`src/rtl/shared_reg_arbiter_pkg.sv`:
```
// Shared definitions for the shared-register write arbiter.
//   state_t           : arbiter FSM states (IDLE / GRANT / DONE)
//   RESET_VAL_DEFAULT : default reset value of the shared register
//   clog2 / idx_width : index width helpers (idx_width never returns 0)
package shared_reg_arbiter_pkg;

  typedef enum logic [1:0] {
    IDLE  = 2'd0,
    GRANT = 2'd1,
    DONE  = 2'd2
  } state_t;

  localparam int RESET_VAL_DEFAULT = 0;

  function automatic int clog2(input int n);
    int r;
    r = 0;
    while ((1 << r) < n) r++;
    return r;
  endfunction

  function automatic int idx_width(input int n);
    return (clog2(n) < 1) ? 1 : clog2(n);
  endfunction

endpackage

```
`src/rtl/shared_reg_arbiter_if.sv`:
```
// Requester-side bus of the shared-register arbiter.
//   REQ   : per-requester level write request
//   DIN   : packed data lanes, lane i = DIN[i*WIDTH +: WIDTH]
//   GNT   : one-hot grant
//   ACK   : one-hot, single-cycle write-done pulse
//   Q     : shared register contents
//   BUSY  : arbiter is not idle
//   OWNER : index of the last requester that completed a write
// master = requester side, slave = arbiter side.
interface shared_reg_arbiter_if
  import shared_reg_arbiter_pkg::*;
#(
  parameter int NREQ  = 4,
  parameter int WIDTH = 8
);
  localparam int PW = idx_width(NREQ);

  logic [NREQ-1:0]       REQ;
  logic [NREQ*WIDTH-1:0] DIN;
  logic [NREQ-1:0]       GNT;
  logic [NREQ-1:0]       ACK;
  logic [WIDTH-1:0]      Q;
  logic                  BUSY;
  logic [PW-1:0]         OWNER;

  modport master (output REQ, DIN, input GNT, ACK, Q, BUSY, OWNER);
  modport slave  (input REQ, DIN, output GNT, ACK, Q, BUSY, OWNER);

endinterface

```
`src/rtl/shared_reg_arbiter_rr_pick.sv`:
```
// Combinational round-robin picker.
//   req    : request vector
//   ptr    : highest-priority index this round
//   win    : one-hot winner (zero when req is zero)
//   win_idx: index of the winner
// The winner is the first set bit at or after ptr, searching upward and
// wrapping from NREQ-1 to 0. The wrap is an explicit compare so that
// non-power-of-2 NREQ works.
module shared_reg_arbiter_rr_pick
  import shared_reg_arbiter_pkg::*;
#(
  parameter int NREQ = 4,
  parameter int PW   = idx_width(NREQ)
) (
  input  logic [NREQ-1:0] req,
  input  logic [PW-1:0]   ptr,
  output logic [NREQ-1:0] win,
  output logic [PW-1:0]   win_idx
);

  always_comb begin
    logic found;
    int   j;
    found   = 1'b0;
    j       = 0;
    win     = '0;
    win_idx = '0;
    for (int k = 0; k < NREQ; k++) begin
      j = int'(ptr) + k;
      if (j >= NREQ) j = j - NREQ;
      if (!found && req[j]) begin
        found   = 1'b1;
        win[j]  = 1'b1;
        win_idx = PW'(j);
      end
    end
  end

endmodule

```
`src/rtl/shared_reg_arbiter.sv`:
```
// Round-robin write arbiter for one shared WIDTH-bit register.
//   CLK   : clock, rising edge
//   RESET : asynchronous, active-high reset
//   bus   : requester bus (REQ, DIN in; GNT, ACK, Q, BUSY, OWNER out)
//
// state | meaning
// ------+-----------------------------------------------------------
// IDLE  | no transaction; a nonzero REQ picks a winner and grants it
// GRANT | winner holds GNT; write on REQ[W] still high, else abort
// DONE  | ACK pulse cycle; returns to IDLE unconditionally
module shared_reg_arbiter
  import shared_reg_arbiter_pkg::*;
#(
  parameter int               NREQ      = 4,
  parameter int               WIDTH     = 8,
  parameter logic [WIDTH-1:0] RESET_VAL = WIDTH'(RESET_VAL_DEFAULT)
) (
  input logic                  CLK,
  input logic                  RESET,
  shared_reg_arbiter_if.slave  bus
);

  localparam int PW = idx_width(NREQ);

  state_t           state_q, state_d;
  logic [WIDTH-1:0] q_q, q_d;
  logic [NREQ-1:0]  gnt_q, gnt_d;
  logic [NREQ-1:0]  ack_q, ack_d;
  logic [PW-1:0]    ptr_q, ptr_d;
  logic [PW-1:0]    owner_q, owner_d;
  logic [PW-1:0]    widx_q, widx_d;

  logic [NREQ-1:0]  pick_win;
  logic [PW-1:0]    pick_idx;

  shared_reg_arbiter_rr_pick #(
    .NREQ (NREQ),
    .PW   (PW)
  ) u_rr_pick (
    .req     (bus.REQ),
    .ptr     (ptr_q),
    .win     (pick_win),
    .win_idx (pick_idx)
  );

  always_ff @(posedge CLK or posedge RESET) begin
    if (RESET) begin
      state_q <= IDLE;
      q_q     <= RESET_VAL;
      gnt_q   <= '0;
      ack_q   <= '0;
      ptr_q   <= '0;
      owner_q <= '0;
      widx_q  <= '0;
    end else begin
      state_q <= state_d;
      q_q     <= q_d;
      gnt_q   <= gnt_d;
      ack_q   <= ack_d;
      ptr_q   <= ptr_d;
      owner_q <= owner_d;
      widx_q  <= widx_d;
    end
  end

  always_comb begin
    state_d = state_q;
    q_d     = q_q;
    gnt_d   = gnt_q;
    ack_d   = ack_q;
    ptr_d   = ptr_q;
    owner_d = owner_q;
    widx_d  = widx_q;
    case (state_q)
      IDLE: begin
        ack_d = '0;
        gnt_d = '0;
        if (|bus.REQ) begin
          gnt_d   = pick_win;
          widx_d  = pick_idx;
          state_d = GRANT;
        end
      end
      GRANT: begin
        gnt_d = '0;
        if (bus.REQ[widx_q]) begin
          q_d     = bus.DIN[int'(widx_q)*WIDTH +: WIDTH];
          // gnt_q is exactly the winner's one-hot, so reuse it for ACK
          ack_d   = gnt_q;
          owner_d = widx_q;
          if (int'(widx_q) == NREQ - 1) ptr_d = '0;
          else                          ptr_d = widx_q + PW'(1);
          state_d = DONE;
        end else begin
          state_d = IDLE;
        end
      end
      DONE: begin
        ack_d   = '0;
        gnt_d   = '0;
        state_d = IDLE;
      end
      default: begin
        ack_d   = '0;
        gnt_d   = '0;
        state_d = IDLE;
      end
    endcase
  end

  assign bus.GNT   = gnt_q;
  assign bus.ACK   = ack_q;
  assign bus.Q     = q_q;
  assign bus.BUSY  = (state_q != IDLE);
  assign bus.OWNER = owner_q;

endmodule

```
`src/flat_wrapper.sv`:
```
// flat-port wrapper written by rule: the top's interface ports become plain ports
module shared_reg_arbiter_flat import shared_reg_arbiter_pkg::*;
#(
  parameter int               NREQ      = 4,
  parameter int               WIDTH     = 8,
  parameter logic [WIDTH-1:0] RESET_VAL = WIDTH'(RESET_VAL_DEFAULT)
)
  (CLK, RESET, bus_REQ, bus_DIN, bus_GNT, bus_ACK, bus_Q, bus_BUSY, bus_OWNER);
  shared_reg_arbiter_if #(.NREQ(NREQ), .WIDTH(WIDTH)) bus_i ();
  input logic CLK;
  input logic RESET;
  input wire logic [$bits(bus_i.REQ)-1:0] bus_REQ;
  input wire logic [$bits(bus_i.DIN)-1:0] bus_DIN;
  output wire logic [$bits(bus_i.GNT)-1:0] bus_GNT;
  output wire logic [$bits(bus_i.ACK)-1:0] bus_ACK;
  output wire logic [$bits(bus_i.Q)-1:0] bus_Q;
  output wire logic [$bits(bus_i.BUSY)-1:0] bus_BUSY;
  output wire logic [$bits(bus_i.OWNER)-1:0] bus_OWNER;
  assign bus_i.REQ = bus_REQ;
  assign bus_i.DIN = bus_DIN;
  assign bus_GNT = bus_i.GNT;
  assign bus_ACK = bus_i.ACK;
  assign bus_Q = bus_i.Q;
  assign bus_BUSY = bus_i.BUSY;
  assign bus_OWNER = bus_i.OWNER;
  shared_reg_arbiter #(.NREQ(NREQ), .WIDTH(WIDTH), .RESET_VAL(RESET_VAL)) u_core (.CLK(CLK), .RESET(RESET), .bus(bus_i));
endmodule
```
`config.mk`:
```
export PLATFORM = sky130hd
export DESIGN_NAME = shared_reg_arbiter_flat
export DESIGN_NICKNAME = d
export VERILOG_FILES = /design/src/rtl/shared_reg_arbiter_pkg.sv /design/src/rtl/shared_reg_arbiter_if.sv /design/src/rtl/shared_reg_arbiter_rr_pick.sv /design/src/rtl/shared_reg_arbiter.sv /design/src/flat_wrapper.sv
export SDC_FILE = /design/constraint.sdc
export NUM_CORES = 1
export LEC_CHECK = 0
export ABC_AREA = 1
export ABC_CLOCK_PERIOD_IN_PS = 2720
export BUFFER_PORTS_ARGS = -buffer_cell sky130_fd_sc_hd__buf_4
export CAP_MARGIN = 20
export CELL_PAD_IN_SITES_DETAIL_PLACEMENT = 0
export CELL_PAD_IN_SITES_GLOBAL_PLACEMENT = 1
export CORE_AREA = 2 2 68 70
export CTS_BUF_LIST = sky130_fd_sc_hd__clkbuf_8
export DETAILED_ROUTE_END_ITERATION = 8
export DIE_AREA = 0 0 70 72
export GPL_TIMING_DRIVEN = 0
export MAX_ROUTING_LAYER = met4
export PLACE_DENSITY = 0.89
export REMOVE_ABC_BUFFERS = 1
export SLEW_MARGIN = 20
export SYNTH_ARGS = -nofsm -noshare
export SYNTH_HDL_FRONTEND = slang
export SYNTH_SLANG_ARGS = --single-unit
```
`constraint.sdc`:
```
create_clock -name CLK -period 2.72 [get_ports CLK]
set_clock_uncertainty 0.15 [all_clocks]
set_input_delay 0.272 -clock CLK [delete_from_list [all_inputs] [get_ports CLK]]
set_output_delay 0.272 -clock CLK [all_outputs]
set_load 0.05 [all_outputs]
```
; ---- After elaboration in Yosys (flattened, before gate mapping)
; Index checks and enable logic that the tools add are counted.
[totals]
reg_bits = 24
input_bits = 38
output_inout_bits = 19
word_cells = 96
[classes]
n_addsub = 8
order_cmp = 13
n_eq_ne = 4
n_shift = 1
n_mux = 45
n_bitwise = 3
n_reduce_logical = 15
[op_table]
columns = cell, count
row1 = "greater-or-equal comparator 32 x 1 -> 1 bit, second input constant", 4
row2 = "less-than comparator 32 x 4 -> 1 bit, second input constant", 4
row3 = two-way mux 32 bit, 4
row4 = two-way mux 4 bit, 8
row5 = variable part select 32 x 6 -> 8 bit, 1
row6 = two-way mux 1 bit, 16
row7 = two-way mux 2 bit, 7
row8 = OR 4 bit, 3
row9 = "subtractor 3 x 3 -> 4 bit, second input constant", 3
row10 = binary-select mux 1 bit (select 2 bit), 5
row11 = "greater-or-equal comparator 3 bit, second input constant", 3
row12 = demux 1 bit (select 2 bit), 4
row13 = logical AND 1 bit, 7
row14 = "adder 2 x 2 -> 3 bit, second input constant", 2
row15 = "== test 2 x 1 -> 1 bit, second input constant", 2
row16 = "inequality test 2 x 1 -> 1 bit, second input constant", 2
row17 = case mux 2 bit (2 select lines), 1
row18 = AND reduction 2 bit, 2
row19 = OR reduction 4 bit, 1
row20 = "subtractor 2 x 3 -> 4 bit, second input constant", 1
row21 = "adder 2 x 1 -> 3 bit, second input constant", 1
row22 = "greater-or-equal comparator 2 x 3 -> 1 bit, second input constant", 1
row23 = zero test 1 bit, 3
row24 = "less-than comparator 2 x 3 -> 1 bit, second input constant", 1
row25 = 3 further kinds, 3

; ---- Logic depth before layout (Yosys ltp)
[logic_depth]
ltp_word = 17
depth_mapped = 12
mapped_depth_nobuf = 11

; ---- Cells and area by module
; Synthesis repeated with hierarchy kept, for this count alone.
[unflattened]
hier_cells = 294
area_unflattened_um2 = 1989.4
[modules_own_cells]
columns = mod, instances, cells_per_inst, area_per_inst_um2
row1 = shared_reg_arbiter, 1, 209, 1436.4
row2 = shared_reg_arbiter_rr_pick, 1, 85, 553.0

; ---- Worst setup path before layout
; OpenSTA, ideal clock, no wires.
[synth_path]
path_type = reg2reg
from = register u_core.ptr_q[0]
to = register u_core.gnt_q[0] (netlist: u_core.bus.GNT[0])
setup_ps = 113
t_arrival_ps = 1488
slack_ps = 969
path_stages_with_launch = 12
n_path_buf = 1
synth_period_minus_slack_ps = 1751
cell_sequence = dfrtp_1 > buf_6 > inv_6 > ha_1 > inv_1 > nand3_1 > nand2_1 > nor2_2 > a21oi_1 > nand3_1 > nand2_1 > inv_1
[synth_between]
elab_chain_cells = 17
[synth_lines]
columns = item, line_no
row1 = from (decl), shared_reg_arbiter.sv:29  ; logic [PW-1:0] ptr_q, ptr_d;
row2 = from (signal assigned), shared_reg_arbiter.sv:60  ; ptr_q <= ptr_d;
row3 = "parallel branches: the longest is 14 deep, another holds greater-or-equal comparator 32 x 1 -> 1 bit", --
row4 = two-way mux 4 bit (*), shared_reg_arbiter_rr_pick.sv:31  ; if (!found && req[j]) begin
row5 = two-way mux 4 bit (*), shared_reg_arbiter.sv:78  ; if (|bus.REQ) begin
row6 = two-way mux 4 bit (*), shared_reg_arbiter.sv:74  ; case (state_q)
row7 = net u_core.gnt_d[0], shared_reg_arbiter.sv:27  ; logic [NREQ-1:0] gnt_q, gnt_d;
row8 = to (signal assigned), shared_reg_arbiter.sv:58  ; gnt_q <= gnt_d;
row9 = to (decl), shared_reg_arbiter.sv:27
; Mark *: on every way through the listed nets, which the timed path passes. The select of a mux whose other input is x is not followed.
; A chain may end at the register's enable or synchronous reset.

; ---- Final worst setup path
[layout_path]
from = register u_core.widx_q[1]
to = register u_core.owner_q[0] (netlist: u_core.bus.OWNER[0])
[layout_between]
elab_chain_cells = 3
[layout_lines]
columns = item, line_no
row1 = from (decl), shared_reg_arbiter.sv:31  ; logic [PW-1:0] widx_q, widx_d;
row2 = from (signal assigned), shared_reg_arbiter.sv:62  ; widx_q <= widx_d;
row3 = binary-select mux 1 bit (select 2 bit), shared_reg_arbiter.sv:86  ; if (bus.REQ[widx_q]) begin
row4 = two-way mux 1 bit (not written as such), shared_reg_arbiter.sv:86
row5 = AND reduction 2 bit (no source line), --
row6 = to (signal assigned), shared_reg_arbiter.sv:61  ; owner_q <= owner_d;
row7 = to (decl), shared_reg_arbiter.sv:30  ; logic [PW-1:0] owner_q, owner_d;
; Every way passes these cells. The select of a mux whose other input is x is not followed.

==> results.yml <==
status:
  status: "completed"
finish:
  n_fill_cell: 443
  final_nets: 323
  multi_input_area_um2: 865
  synthToLayoutAreaGrowth_pct: 31.1
  drive_above_1_share_pct: 26.2
  diodes: 0
  utilization_pct: 49.2
  finalInstanceArea_mm2: 0.00210
  regArea_um2: 602
floorplanning:
  die_h_um: 72
  io-pin-count: 57
  coreArea_mm2: 0.00426
  fp.dieW_um: 70
  row_count: 24
  start_util_pct: 37.5
  die_area_mm2: 0.00504
logic_synthesis:
  synth_area_leaders: "dfrtp_1 38%, nand2_1 16%, nand3_1 8.4%, o21ai_0 5.6%, nor2_1 4.7%"
  ys_ff_latch: 24
  synth_ff_type: "dfrtp_1"
  ys_seq_area_share_pct: 37.5
  synth.most_common_cell: "nand2_1"
  syn_area_per_cell_um2: 7.08
  yosysTopAreaCell: "dfrtp_1"
  synthArstFlopShare_pct: 100
  ys_warn_count: 0
  yosys-top-cells-count: "68 x nand2_1, 27 x nand3_1, 24 x dfrtp_1, 20 x nor2_1, 19 x inv_1"
  synth-edff-count: 0
  synth_top_cell_area_share_pct: 37.5
  yosysUniqueCellTypes: 25
  postSynthCellCount: 226
  synth_area_mm2: 0.00160
timing:
  post-route-min-period_ns: 2.36
  layout_setup_ws_ns: 0.358
  hold_viol: 0
  clock.fmax_ghz: 0.423
  rsz0062_at_grt: "no"
  timing.final.crit_share_pct: 86.8
  worstMarginPinSlew_ns: 0.906
  setup_viol: 0
  max-slew-margin-rel_pct: 39.5
  maxSlewViolCount: 0
  finalSetupTns_ns: 0
critical_path:
  crit_chain: "inv_1 > a21oi_1 > o21ai_1 > nand3_1 > inv_2 > nand2_1 > o21a_1"
  crit_slowest_cell: "dfrtp_1"
  crit-reg2reg-launch: "u_core.widx_q[1]$_DFFE_PP0P_"
  setup.worst_path.start: "u_core.widx_q[1]$_DFFE_PP0P_"
  crit_arrival_ns: 2.38
  cp-end-kind: "flop"
  crit_path_max_fanout: 18
  cp-start-kind: "flop"
  crit_required_ns: 2.74
  cpPeakStageDelay_ns: 0.54
  crit_type: "reg -> reg"
routing:
  drt_iter0_drc: 112
  viasPerCell: 4.81
  vias: 1591
  antenna_left: 0
  dr.pass1.iters: 4
  drc: 0
  wl_per_cell_um: 12.1
  drt-total-wl_um: 3990
power:
  sw_frac_of_total_pct: 55.2
  power_density_mw_per_mm2: 1260
  peakVddDrop_uv: 442
  power.share.clock_pct: 9.2
  p_leak_nw: 1.16
  switchingPower_mw: 1.46
  finalPower_mw: 2.65
  internal_power_mw: 1.19
  pwr-share-comb_pct: 65.8
  power_frac_seq_pct: 25.0
global_routing:
  antenna_found_initial: 0
  grt_pass1_wl_um: 7270
  track_usage_pct: 18.4
  grt_start_max_net_pins: 25
  gr-total-overflow: 0
  grt_pass1_vias: 1574
placement:
  routabilityCongestion: 0.897
  dpl_cell_area_mm2: 0.00204
  dp_worst_setup_slack_ns: 0.285
  portBuffers: 56
  hpwl_um: 3040
cts:
  cts_root_buffer: "clkbuf_8"
  clk_pin_slew_worst_paths_ns: 0.09
  cts_buffer_depth: 2
  cts_sinks: 24
  post-cts-setup-buffers: 0
  cts_tree: "done"
  holdBufCountCts: 0
  cts_inserted_buffers: 3
  insertion_delay_ns: 0.27
  cts_htree_levels: 1
run:
  drv_cap: 0
worst_hold_path:
  min_path_type: "in -> async"
[cell type report]
cell class                      instances  share of cell area, %
Timing Repair Buffer                   56                   20.0
Sequential cell                        24                   28.7
Tap cell                               52                   3.10
Clock buffer                            4                   2.62
Multi-Input combinational cell        172                   41.2
Inverter                               23                   4.35
[flip-flops by register name, indices dropped and copies added (netlist names)]
name	cells
u_core.bus.Q	8
u_core.bus.ACK	4
u_core.bus.GNT	4
u_core.bus.OWNER	2
u_core.ptr_q	2
u_core.state_q	2
u_core.widx_q	2
[repair_timing]
item,4_1_cts,5_1_grt
endpoints found under the setup margin,0,1
endpoints found under the hold margin,0,0
resized for setup,0,1
[layout by cell type, fill, tap and decap left out, types with 7 or more instances in the layout]
master,count
a21oi_1,7
buf_4,56
dfrtp_1,23
inv_1,19
nand2_1,68
nand3_1,27
nor2_1,20
o21ai_0,18
o22ai_1,9
[critical path, delay by kind of cell, from the launching register on]
family	cells	cell delay, ns
DFF	1	0.54
buffers and inverters	2	0.71
AOI/OAI and AO/OA	3	0.36
and+or+nand+nor	2	0.51
[cell families after synthesis]
kind of cell	count (synthesis)	synth area share (%)
buffers and inverters	30	8.44
adders and majority gates	5	3.91
AOI/OAI and AO/OA	42	14.8
DFF	24	37.5
and+or+nand+nor	125	35.3
[power groups by stage]
stage	clock network, mW	logic, mW	registers (mW)
after floorplan	0	1.02	0.929
after global placement	0	1.75	0.666
after detailed placement	0	1.75	0.669
after CTS	0.250	1.75	0.662
after global routing	0.265	1.96	0.690
final	0.244	1.74	0.661
[worst paths after layout]
kind	slack, ns	cells after the start	endpoint
worst max-delay path	0.36	7	u_core.bus.OWNER[0]$_DFFE_PP0P_
worst min-delay path	0.05	2	u_core.bus.Q[7]$_DFFE_PP0P_
worst max register to register	0.36	7	u_core.bus.OWNER[0]$_DFFE_PP0P_
worst min register to register	0.33	2	u_core.bus.ACK[0]$_DFFE_PP0P_
max in group asynchronous	1.75	2	u_core.widx_q[0]$_DFFE_PP0P_
min in group CLK	0.21	5	u_core.bus.Q[2]$_DFFE_PP0P_
[per-stage QoR]
step / hold slack [ns] / cells
floorplan: 0.137 / 219
global placement: 0.309 / 327
detailed placement: 0.311 / 327
CTS: 0.0868 / 331
global route: 0.148 / 331
finish: 0.0544 / 331
[routing by layer]
layer	GRT usage [%]	up-vias	routed length, um
met5	-	-	0
met4	6.41	0	65
met3	1.94	4	158
met2	30.9	33	1900
met1	23.3	706	1870
li1	-	848	-
No activity file was read; power rests on OpenSTA's default activity.
